<file path="config.mk">
export PLATFORM = sky130hd
export DESIGN_NAME = uart_fifo_core
export DESIGN_NICKNAME = d
export VERILOG_FILES = /design/src/rtl/uart_fifo_core.sv
export SDC_FILE = /design/constraint.sdc
export NUM_CORES = 1
export LEC_CHECK = 0
export ABC_AREA = 1
export BUFFER_PORTS_ARGS = -buffer_cell sky130_fd_sc_hd__buf_2
export CELL_PAD_IN_SITES_DETAIL_PLACEMENT = 0
export CELL_PAD_IN_SITES_GLOBAL_PLACEMENT = 1
export CORE_ASPECT_RATIO = 2
export CORE_MARGIN = 1
export CORE_UTILIZATION = 39
export DETAILED_ROUTE_END_ITERATION = 10
export GPL_TIMING_DRIVEN = 0
export HOLD_SLACK_MARGIN = 0.08
export MAX_ROUTING_LAYER = met4
export PLACE_DENSITY = 0.68
export SLEW_MARGIN = 40
export SYNTH_ARGS = -nofsm -noshare
export SYNTH_HDL_FRONTEND = slang
export SYNTH_SLANG_ARGS = --single-unit
export TNS_END_PERCENT = 100
</file>
<file path="constraint.sdc">
create_clock -name clk -period 2.6 [get_ports clk]
set_clock_uncertainty 0.15 [all_clocks]
set_input_delay 0.52 -clock clk [delete_from_list [all_inputs] [get_ports clk]]
set_output_delay 0.52 -clock clk [all_outputs]
set_load 0.01 [all_outputs]
</file>
<file path="src/rtl/uart_fifo_core.sv">
`default_nettype none
// ============================================================================
// Module  : uart_fifo_core
// Purpose : Full-duplex UART with a TX FIFO and an RX FIFO behind a
//           strobe-based byte interface. The data width, FIFO depth, parity
//           mode and stop-bit count are all parameters. Each received word
//           carries its own parity and framing error flags.
// Ports   : clk      - system clock, rising edge
//           rst      - asynchronous reset, active low
//           denv/wr  - word to transmit / push strobe into the TX FIFO
//           drec/rd  - RX FIFO head (first-word fall-through) / pop strobe
//           par_err  - parity error flag of the head word
//           frm_err  - framing error flag of the head word
//           rx_empty - RX FIFO empty
//           rx_ovf   - sticky RX overflow flag, cleared by clr_ovf
//           tx_full  - TX FIFO full
//           tx_busy  - TX FIFO holds data, or a frame is being sent
//           txd/rxd  - serial pins, idle high
// Revision: 1.0 - initial release
// ============================================================================
module uart_fifo_core #(
  parameter int CLK_FREQ   = 50000000,
  parameter int BAUD       = 115200,
  parameter int DATA_W     = 8,
  parameter int FIFO_DEPTH = 16,
  parameter int PARITY     = 0,
  parameter int STOP_BITS  = 1
) (
  input  logic              clk,
  input  logic              rst,
  input  logic [DATA_W-1:0] denv,
  input  logic              wr,
  output logic [DATA_W-1:0] drec,
  input  logic              rd,
  output logic              par_err,
  output logic              frm_err,
  output logic              rx_empty,
  output logic              rx_ovf,
  input  logic              clr_ovf,
  output logic              tx_full,
  output logic              tx_busy,
  output logic              txd,
  input  logic              rxd
);

  localparam int DIV       = (CLK_FREQ + BAUD / 2) / BAUD;
  localparam int HALF      = DIV / 2;
  localparam int STOP_CLKS = STOP_BITS * DIV;
  localparam int CNT_W     = $clog2(STOP_CLKS + 1);
  localparam int AW        = $clog2(FIFO_DEPTH);
  localparam int PW        = AW + 1;
  localparam int RXW       = DATA_W + 2;
  localparam int BIT_W     = $clog2(DATA_W);

  localparam logic             PAR_EN    = (PARITY != 0);
  localparam logic             PAR_ODD   = (PARITY == 2);
  localparam logic [CNT_W-1:0] DIV_LAST  = CNT_W'(DIV - 1);
  localparam logic [CNT_W-1:0] HALF_LAST = CNT_W'(HALF - 1);
  localparam logic [CNT_W-1:0] STOP_LAST = CNT_W'(STOP_CLKS - 1);
  localparam logic [BIT_W-1:0] BIT_LAST  = BIT_W'(DATA_W - 1);

  typedef enum logic [2:0] {
    S_IDLE  = 3'd0,
    S_START = 3'd1,
    S_DATA  = 3'd2,
    S_PAR   = 3'd3,
    S_STOP  = 3'd4
  } state_t;

  // --------------------------------------------------------------------------
  // TX FIFO
  // --------------------------------------------------------------------------
  logic [DATA_W-1:0] tx_mem_q [FIFO_DEPTH];
  logic [PW-1:0]     tx_wptr_q, tx_wptr_d, tx_rptr_q, tx_rptr_d;
  logic              tx_empty, tx_push, tx_pop;
  logic [DATA_W-1:0] tx_head;

  assign tx_empty = (tx_wptr_q == tx_rptr_q);
  assign tx_full  = (tx_wptr_q[AW] != tx_rptr_q[AW]) &&
                    (tx_wptr_q[AW-1:0] == tx_rptr_q[AW-1:0]);
  // tx_full comes from the registered pointers, so a pop in this same cycle
  // cannot make room for a write in this cycle.
  assign tx_push  = wr && !tx_full;
  assign tx_head  = tx_mem_q[tx_rptr_q[AW-1:0]];

  always_ff @(posedge clk) begin
    if (tx_push) tx_mem_q[tx_wptr_q[AW-1:0]] <= denv;
  end

  // --------------------------------------------------------------------------
  // TX FSM. txd is registered from the current state, so the line lags the
  // state by one clock. That lag is the same at the start and end of every
  // bit, so bit lengths are exact.
  // --------------------------------------------------------------------------
  state_t            tx_state_q, tx_state_d;
  logic [CNT_W-1:0]  tx_cnt_q, tx_cnt_d;
  logic [BIT_W-1:0]  tx_bit_q, tx_bit_d;
  logic [DATA_W-1:0] tx_shr_q, tx_shr_d;
  logic              tx_par_q, tx_par_d;
  logic              txd_q, txd_d;

  always_comb begin
    tx_state_d = tx_state_q;
    tx_cnt_d   = tx_cnt_q + CNT_W'(1);
    tx_bit_d   = tx_bit_q;
    tx_shr_d   = tx_shr_q;
    tx_par_d   = tx_par_q;
    tx_pop     = 1'b0;
    txd_d      = 1'b1;
    case (tx_state_q)
      S_IDLE: begin
        tx_cnt_d = '0;
        if (!tx_empty) begin
          tx_pop     = 1'b1;
          tx_shr_d   = tx_head;
          tx_par_d   = (^tx_head) ^ PAR_ODD;
          tx_state_d = S_START;
        end
      end
      S_START: begin
        txd_d = 1'b0;
        if (tx_cnt_q == DIV_LAST) begin
          tx_cnt_d   = '0;
          tx_bit_d   = '0;
          tx_state_d = S_DATA;
        end
      end
      S_DATA: begin
        txd_d = tx_shr_q[0];
        if (tx_cnt_q == DIV_LAST) begin
          tx_cnt_d = '0;
          tx_shr_d = tx_shr_q >> 1;
          if (tx_bit_q == BIT_LAST) tx_state_d = PAR_EN ? S_PAR : S_STOP;
          else                      tx_bit_d   = tx_bit_q + BIT_W'(1);
        end
      end
      S_PAR: begin
        txd_d = tx_par_q;
        if (tx_cnt_q == DIV_LAST) begin
          tx_cnt_d   = '0;
          tx_state_d = S_STOP;
        end
      end
      S_STOP: begin
        if (tx_cnt_q == STOP_LAST) begin
          tx_cnt_d = '0;
          // Chain straight into the next frame so that no idle gap appears.
          if (!tx_empty) begin
            tx_pop     = 1'b1;
            tx_shr_d   = tx_head;
            tx_par_d   = (^tx_head) ^ PAR_ODD;
            tx_state_d = S_START;
          end else begin
            tx_state_d = S_IDLE;
          end
        end
      end
      default: tx_state_d = S_IDLE;
    endcase
  end

  always_comb begin
    tx_wptr_d = tx_wptr_q;
    tx_rptr_d = tx_rptr_q;
    if (tx_push) tx_wptr_d = tx_wptr_q + PW'(1);
    if (tx_pop)  tx_rptr_d = tx_rptr_q + PW'(1);
  end

  always_ff @(posedge clk or negedge rst) begin
    if (!rst) begin
      tx_state_q <= S_IDLE;
      tx_cnt_q   <= '0;
      tx_bit_q   <= '0;
      tx_shr_q   <= '0;
      tx_par_q   <= 1'b0;
      txd_q      <= 1'b1;
      tx_wptr_q  <= '0;
      tx_rptr_q  <= '0;
    end else begin
      tx_state_q <= tx_state_d;
      tx_cnt_q   <= tx_cnt_d;
      tx_bit_q   <= tx_bit_d;
      tx_shr_q   <= tx_shr_d;
      tx_par_q   <= tx_par_d;
      txd_q      <= txd_d;
      tx_wptr_q  <= tx_wptr_d;
      tx_rptr_q  <= tx_rptr_d;
    end
  end

  assign txd     = txd_q;
  assign tx_busy = !tx_empty || (tx_state_q != S_IDLE);

  // --------------------------------------------------------------------------
  // RX front end: two-flop synchronizer plus one delay stage that is used
  // for falling-edge detection.
  // --------------------------------------------------------------------------
  logic rx_sync1_q, rx_sync2_q, rx_prev_q;
  logic rx_fall;

  always_ff @(posedge clk or negedge rst) begin
    if (!rst) begin
      rx_sync1_q <= 1'b1;
      rx_sync2_q <= 1'b1;
      rx_prev_q  <= 1'b1;
    end else begin
      rx_sync1_q <= rxd;
      rx_sync2_q <= rx_sync1_q;
      rx_prev_q  <= rx_sync2_q;
    end
  end

  // Only a high-to-low transition arms the receiver. After a framing error
  // the line can stay low, and then nothing re-arms the receiver until the
  // line goes high again.
  assign rx_fall = rx_prev_q && !rx_sync2_q;

  // --------------------------------------------------------------------------
  // RX FSM
  // --------------------------------------------------------------------------
  state_t            rx_state_q, rx_state_d;
  logic [CNT_W-1:0]  rx_cnt_q, rx_cnt_d;
  logic [BIT_W-1:0]  rx_bit_q, rx_bit_d;
  logic [DATA_W-1:0] rx_shr_q, rx_shr_d;
  logic              rx_perr_q, rx_perr_d;
  logic              rx_req;

  always_comb begin
    rx_state_d = rx_state_q;
    rx_cnt_d   = rx_cnt_q + CNT_W'(1);
    rx_bit_d   = rx_bit_q;
    rx_shr_d   = rx_shr_q;
    rx_perr_d  = rx_perr_q;
    rx_req     = 1'b0;
    case (rx_state_q)
      S_IDLE: begin
        rx_cnt_d = '0;
        if (rx_fall) rx_state_d = S_START;
      end
      S_START: begin
        if (rx_cnt_q == HALF_LAST) begin
          rx_cnt_d = '0;
          if (rx_sync2_q) begin
            rx_state_d = S_IDLE;          // the line was high again: a glitch
          end else begin
            rx_bit_d   = '0;
            rx_perr_d  = 1'b0;
            rx_state_d = S_DATA;
          end
        end
      end
      S_DATA: begin
        if (rx_cnt_q == DIV_LAST) begin
          rx_cnt_d = '0;
          rx_shr_d = {rx_sync2_q, rx_shr_q[DATA_W-1:1]};
          if (rx_bit_q == BIT_LAST) rx_state_d = PAR_EN ? S_PAR : S_STOP;
          else                      rx_bit_d   = rx_bit_q + BIT_W'(1);
        end
      end
      S_PAR: begin
        if (rx_cnt_q == DIV_LAST) begin
          rx_cnt_d   = '0;
          rx_perr_d  = rx_sync2_q ^ (^rx_shr_q) ^ PAR_ODD;
          rx_state_d = S_STOP;
        end
      end
      S_STOP: begin
        if (rx_cnt_q == DIV_LAST) begin
          rx_cnt_d   = '0;
          rx_req     = 1'b1;
          rx_state_d = S_IDLE;
        end
      end
      default: rx_state_d = S_IDLE;
    endcase
  end

  // --------------------------------------------------------------------------
  // RX FIFO. Each entry is {frm_err, par_err, data}.
  // --------------------------------------------------------------------------
  logic [RXW-1:0] rx_mem_q [FIFO_DEPTH];
  logic [PW-1:0]  rx_wptr_q, rx_wptr_d, rx_rptr_q, rx_rptr_d;
  logic [RXW-1:0] rx_hold_q, rx_hold_d;
  logic [RXW-1:0] rx_entry, rx_out;
  logic           rx_full, rx_pop, rx_push;
  logic           rx_ovf_q, rx_ovf_d;

  assign rx_empty = (rx_wptr_q == rx_rptr_q);
  assign rx_full  = (rx_wptr_q[AW] != rx_rptr_q[AW]) &&
                    (rx_wptr_q[AW-1:0] == rx_rptr_q[AW-1:0]);
  assign rx_pop   = rd && !rx_empty;
  // A pop in the same cycle frees the slot, so a full FIFO still accepts
  // the word.
  assign rx_push  = rx_req && (!rx_full || rx_pop);
  assign rx_entry = {~rx_sync2_q, rx_perr_q, rx_shr_q};

  always_ff @(posedge clk) begin
    if (rx_push) rx_mem_q[rx_wptr_q[AW-1:0]] <= rx_entry;
  end

  // While the FIFO is empty the outputs show the last head seen (all zero
  // after reset). The memory itself is never reset.
  always_comb begin
    rx_out    = rx_empty ? rx_hold_q : rx_mem_q[rx_rptr_q[AW-1:0]];
    rx_hold_d = rx_out;
    rx_wptr_d = rx_wptr_q;
    rx_rptr_d = rx_rptr_q;
    rx_ovf_d  = rx_ovf_q;
    if (rx_push) rx_wptr_d = rx_wptr_q + PW'(1);
    if (rx_pop)  rx_rptr_d = rx_rptr_q + PW'(1);
    // If a clear and a new drop happen in the same cycle, the drop wins.
    if (rx_req && !rx_push) rx_ovf_d = 1'b1;
    else if (clr_ovf)       rx_ovf_d = 1'b0;
  end

  always_ff @(posedge clk or negedge rst) begin
    if (!rst) begin
      rx_state_q <= S_IDLE;
      rx_cnt_q   <= '0;
      rx_bit_q   <= '0;
      rx_shr_q   <= '0;
      rx_perr_q  <= 1'b0;
      rx_wptr_q  <= '0;
      rx_rptr_q  <= '0;
      rx_hold_q  <= '0;
      rx_ovf_q   <= 1'b0;
    end else begin
      rx_state_q <= rx_state_d;
      rx_cnt_q   <= rx_cnt_d;
      rx_bit_q   <= rx_bit_d;
      rx_shr_q   <= rx_shr_d;
      rx_perr_q  <= rx_perr_d;
      rx_wptr_q  <= rx_wptr_d;
      rx_rptr_q  <= rx_rptr_d;
      rx_hold_q  <= rx_hold_d;
      rx_ovf_q   <= rx_ovf_d;
    end
  end

  assign drec    = rx_out[DATA_W-1:0];
  assign par_err = rx_out[DATA_W];
  assign frm_err = rx_out[DATA_W+1];
  assign rx_ovf  = rx_ovf_q;

endmodule
`default_nettype wire

</file>
* Word level (Yosys, flattened, before mapping) *
Memory sizes are Yosys's and may differ from the RTL's.
Cells that the tools add are included.
Widths: inputs -> output; s select.

operators by class
  add/subtract/negate cells = 8
  equality and inequality tests = 34
  muxes and demuxes = 54
  bitwise operators = 2
  reduce and logical (&&, ||, !) cells = 36

operator list
  kind                 count
  $mux 3               19
  $ne 2x2->1 const B   15
  $pmux 3 s5           2
  $mux 9               3
  $pmux 9 s3           1
  $mux 8               3
  $pmux 8 s3           1
  $add 5x1->5 const B  4
  $add 9x1->9 const B  2
  $eq 9x9->1 const B   2
  $pmux 9 s2           1
  $mux 1               16
  $reduce_xor 8->1     2
  $eq 3x2->1 const B   4
  $eq 3x3->1 const B   4
  $pmux 3 s2           2
  $reduce_and 6->1     2
  $eq 5x5->1           2
  $mux 10              1
  $reduce_bool 2->1    5
  $eq 9x8->1 const B   1
  $eq 4x4->1           2
  $reduce_and 4->1     2
  $logic_and 1x1->1    7
  other kinds (17)     31

word-level totals
  register bits = 83
  RAM bits = 288
  input bits = 14
  output and inout bits = 15
  logic and storage cells = 156
  memories kept = 2

memory list
  name      depth  width  rd ports  clocked after memory_dff  wr ports  line  text
  rx_mem_q  16     10     1         0                         1         281   logic [RXW-1:0] rx_mem_q [FIFO_DEPTH];
  tx_mem_q  16     8      1         0                         1         73    logic [DATA_W-1:0] tx_mem_q [FIFO_DEPTH];

* Logic depth before layout (Yosys ltp) *
  depth in word-level cells = 8
  gate-level depth with buffers = 19
  mapped depth without buffers = 17

* Worst setup path after synthesis *
OpenSTA, ideal clock, no wires.

  kind = reg2reg
  from = register rx_cnt_q[1]
  to = memory rx_mem_q[0][0] in the netlist's numbering (enable)
  library setup time = 0.376 ns
  arrival time = 1.738 ns
  data required time = 2.074 ns
  setup slack = 0.335 ns
  cell stages (with the launch flop) = 11
  cells stage by stage = dfrtp_1 inv_1 ha_1 inv_1 nor4_1 nand2_1 nor2_1 nand2_1 inv_1 nand2_1 nor2_1

on the way
  cells in the longest elaborated chain, start to end = 6

ends and longest elaborated chain
  element                       line  text
  start: declaration            222   logic [CNT_W-1:0] rx_cnt_q, rx_cnt_d;
  start signal: assignment      329   rx_cnt_q <= rx_cnt_d;
  $eq 9x9->1                    268   if (rx_cnt_q == DIV_LAST) begin
  $mux 1                        268
  $mux 1                        235   case (rx_state_q)
  $logic_and 1x1->1             294   assign rx_push = rx_req && (!rx_full || rx_pop);
  $mux 1                        298   if (rx_push) rx_mem_q[rx_wptr_q[AW-1:0]] <= rx_entry;
  $mux 1 (not written as such)  298
  end: declaration              281

No other way between the ends.

* Final worst setup path *
  from = register rx_rptr_q[0]
  to = output drec[5]

on the way
  cells in the longest elaborated chain, start to end = 2
  elaborated cells between the ends (all ways) = 3

ends and longest elaborated chain
  element                                             line  text
  start: declaration                                  282   logic [PW-1:0] rx_wptr_q, rx_wptr_d, rx_rptr_q, rx_rptr_d;
  start signal: assignment                            334   rx_rptr_q <= rx_rptr_d;
  $mem_v2 16x10 / $eq 5x5->1 (equally long branches)  --
  $mux 10 (*)                                         304   rx_out = rx_empty ? rx_hold_q : rx_mem_q[rx_rptr_q[AW-1:0]];
  end: declaration                                    33    output logic [DATA_W-1:0] drec,

Every way passes the cells marked *; elsewhere a longest branch is shown, timed or not.

==> metrics.cfg <==
[yosys]
synthArstFlopShare_pct = 22.37
synth_cell_types = 41
synth_nets = 1515
syn_inst = 1482
yosysSeqAreaShare_pct = 67.28
ys_seq_elements = 371
synth_area_leader_cell = edfxtp_1
syn_area_per_cell_um2 = 10.76
yosys-top-cells-area = edfxtp_1 54%, dfrtp_1 12%, nand2_1 7.0%, nor2_1 5.2%, o21ai_0 4.2%
synth-edff-count = 288
synthFlopType = edfxtp_1
synth_top_area_share_pct = 54.22
syn-cell-area_mm2 = 0.01595
synth_warnings = 0

[critical_path]
cp_max_fo = 6
cp-start-kind = flip-flop
r2r_end = tx_mem_q[12][5]$_DFFE_PP_
path_class = reg -> out
reg2reg_slack_ns = 0.09
worstPathRequired_ns = 1.93
endpoint_kind = output port
cp.arrival_ns = 2.43
worstRegToRegCells = 9
regToRegStartpoint = tx_rptr_q[0]$_DFFE_PN0P_

[sta]
rsz0062_at_grt = true
drv_slew = 0
slew_headroom_pct = 44.85
period_needed_ns = 3.096
final_hold_viol_count = 0
fin_ws_ns = -0.4956
max_freq_mhz = 323.0
worstMarginPinSlew_ns = 0.8221
setup_viol = 11
finalCritPeriodShare_pct = 119.1

[hold_path]
holdPathEnd = rx_rptr_q[0]$_DFFE_PN0P_
min_path_type = in -> reg
worstHoldPathCells = 3
hp-start = rd

[floorplanning]
core_mm2 = 0.04034
dieArea_mm2 = 0.04176
die_h_um = 288.0
die_x_um = 145.0
io_pins = 29
start_util_pct = 39.54
num_rows = 104

[route]
ant_nets = 0
routedWlPerCell_um = 20.47
drtIter0Drc = 442
wl_mm = 44.24
drc = 0
first_pass_iters = 5
viasPerCell = 5.031
vias = 10870

[final_layout]
fin_area_mm2 = 0.01980
syn_to_final_growth_pct = 24.15
diodes = 0
drive_above_1_share_pct = 20.42
final_nets = 1638
final_cells = 2161

[placed_design]
placed_area_mm2 = 0.01684
pre_cts_slack_ns = -0.5047
place.gp.congestion = 0.8472
port-buffer-count = 28
dp_cells = 2041
dp_hpwl_mm = 30.79

[power]
cellLeakagePower_nw = 8.131
power.switching_w = 0.005929
power_density_mw_per_mm2 = 928.9
power_switching_share_pct = 32.23
peakVddDrop_v = 0.0006441
seqPwrFrac_pct = 38.2
pwr-share-comb_pct = 31.5
power_frac_clock_pct = 30.3
p_int_w = 0.01246

[outcome]
status = complete, but fails checks
violations = negative setup slack

[global_routing]
grt_usage_pct = 22.48
first_global_vias = 11310
grt_max_degree = 67
antenna_found_initial = 0
grt_first_pass_wirelength_mm = 67.11
grt_overflow = 0

[cts]
htree_levels = 2
clkSinkCount = 371
root_buffer = clkbuf_16
numCtsBuffers = 35
clkTransAtPathRegs_ns = 0.07
worstSkewPairLatency_ns = 0.54
cts_buffer_depth = 3
cts_tree = yes

[run]
maxCapViolations = 0

## routing by layer
layer	GRT usage, %	routed length [um]	share of wire, %	vias up
li1	-	-	-	5272
met1	18.87	14040	32	5233
met2	45.72	26000	59	243
met3	2.456	1259	2.8	123
met4	13.83	2943	6.7	0
met5	-	0	0	-
## final cells by class
cell class	instances	area, um2
Timing Repair Buffer	86	996.0
Buffer	55	504.2
Timing Repair inverter	1	8.758
Clock inverter	20	316.6
Tap cell	530	663.1
Fill cell	3620	20540
Clock buffer	43	937.1
Multi-Input combinational cell	903	5049
Sequential cell	371	10740
Inverter	152	589.3
## critical path, cell delays in order, from the launching register on
cell      delay, ns
dfrtp_2        0.48
buf_12         0.18
buf_8          0.14
buf_12         0.14
nor2_4         0.08
o22ai_2        0.06
o211ai_1       0.38
a41oi_2        0.22
buf_2          0.20
## registers in the layout (all words and copies together), names as in the netlist, 3 cells and up
name        cells
rx_rptr_q       5
tx_wptr_q       5
tx_cnt_q        9
rx_wptr_q       5
rx_hold_q      10
rx_bit_q        3
rx_mem_q      160
tx_bit_q        3
tx_shr_q        8
rx_state_q      3
tx_state_q      3
tx_rptr_q       5
rx_shr_q        8
rx_cnt_q        9
tx_mem_q      128
## kinds of logic (layout without fill, tap and decap cells)
logic type               Yosys count  after routing  share of synthesized area (%)
XOR/XNOR                          35             35                          1.922
multiplexers                       8              8                         0.5570
adder cells (fa/ha/maj)           19             19                          1.491
buffers and inverters            208            357                          5.248
AND/OR/NAND/NOR                  615            615                          15.49
flip-flops                       371            371                          67.28
AO/OA/AOI/OAI                    226            226                          8.010
## stage by stage
stage / total power [W] / TNS [ns] / hold WS (ns) / utilization [%]
2_1_floorplan: 0.009425 / 0 / 0.07441 / -
3_3_place_gp: 0.01088 / -110.69 / 0.2004 / 41.53
3_5_place_dp: 0.01096 / -61.11 / 0.2036 / 41.75
4_1_cts: 0.01838 / -4.879 / 0.1108 / 48.46
5_1_grt: 0.01918 / -6.320 / 0.1267 / 49.09
6_report: 0.01839 / -4.597 / 0.1326 / 49.09
## worst max path at each step
stage                                   from                        end  slack [ns]  depth (start not counted)
finish              rx_rptr_q[0]$_DFFE_PN0P_                    drec[5]       -0.50                          8
floorplan              rx_cnt_q[1]$_DFF_PN0_   rx_mem_q[0][0]$_DFFE_PP_        0.34                         10
global placement       rx_cnt_q[1]$_DFF_PN0_  rx_mem_q[12][6]$_DFFE_PP_       -0.69                         10
detailed placement  rx_rptr_q[0]$_DFFE_PN0P_                    drec[7]       -0.50                          7
CTS                 rx_rptr_q[0]$_DFFE_PN0P_                    drec[5]       -0.51                          8
global route        rx_wptr_q[3]$_DFFE_PN0P_                    par_err       -0.58                          7
## power groups by stage
stage	Combinational, W	Sequential, W	Clock (W)
4_1_cts	0.00570	0.00700	0.00568
2_1_floorplan	0.00240	0.00703	0
6_report	0.00580	0.00702	0.00557
5_1_grt	0.00624	0.00706	0.00588
3_5_place_dp	0.00387	0.00709	0
3_3_place_gp	0.00380	0.00708	0
## cell usage in the layout, fill, tap and decap left out, types with 12 or more instances in the layout
master / synthesis / layout
o21ai_2: 1 / 12
buf_6: 2 / 14
nor2_2: 4 / 17
buf_12: 0 / 23
o21ai_1: 8 / 23
xor2_1: 23 / 23
nand2_1: 298 / 291
nor2_4: 1 / 40
dfrtp_1: 79 / 74
o22ai_1: 32 / 22
ha_1: 19 / 19
nand3_1: 62 / 61
nor2_1: 223 / 171
clkbuf_16: 0 / 40
buf_2: 24 / 41
o21ai_0: 135 / 109
buf_4: 3 / 25
a21oi_1: 20 / 13
inv_1: 146 / 140
edfxtp_1: 288 / 288
## cells in the mapped netlist (all sizes together) (6+ instances only)
master and instances:
nor2 228, mux2 7, edfxtp 288, nand4 9, nand3 62, a21oi 20, a221oi 7, o21ai 144
buf 29, xor2 23, o22ai 32, inv 149, a31o 6, nor3 9, clkbuf 27, nand2 299
ha 19, xnor2 12, dfrtp 79
## timing repair
action	CTS	global route
pin swaps	51	22
gates resized for setup	223	60
endpoints found under the setup margin	278	221
setup buffers	42	10
cloned	7	0
endpoints found under the hold margin	81	0
hold buffers	3	0
No activity file was read; power rests on OpenSTA's default activity.
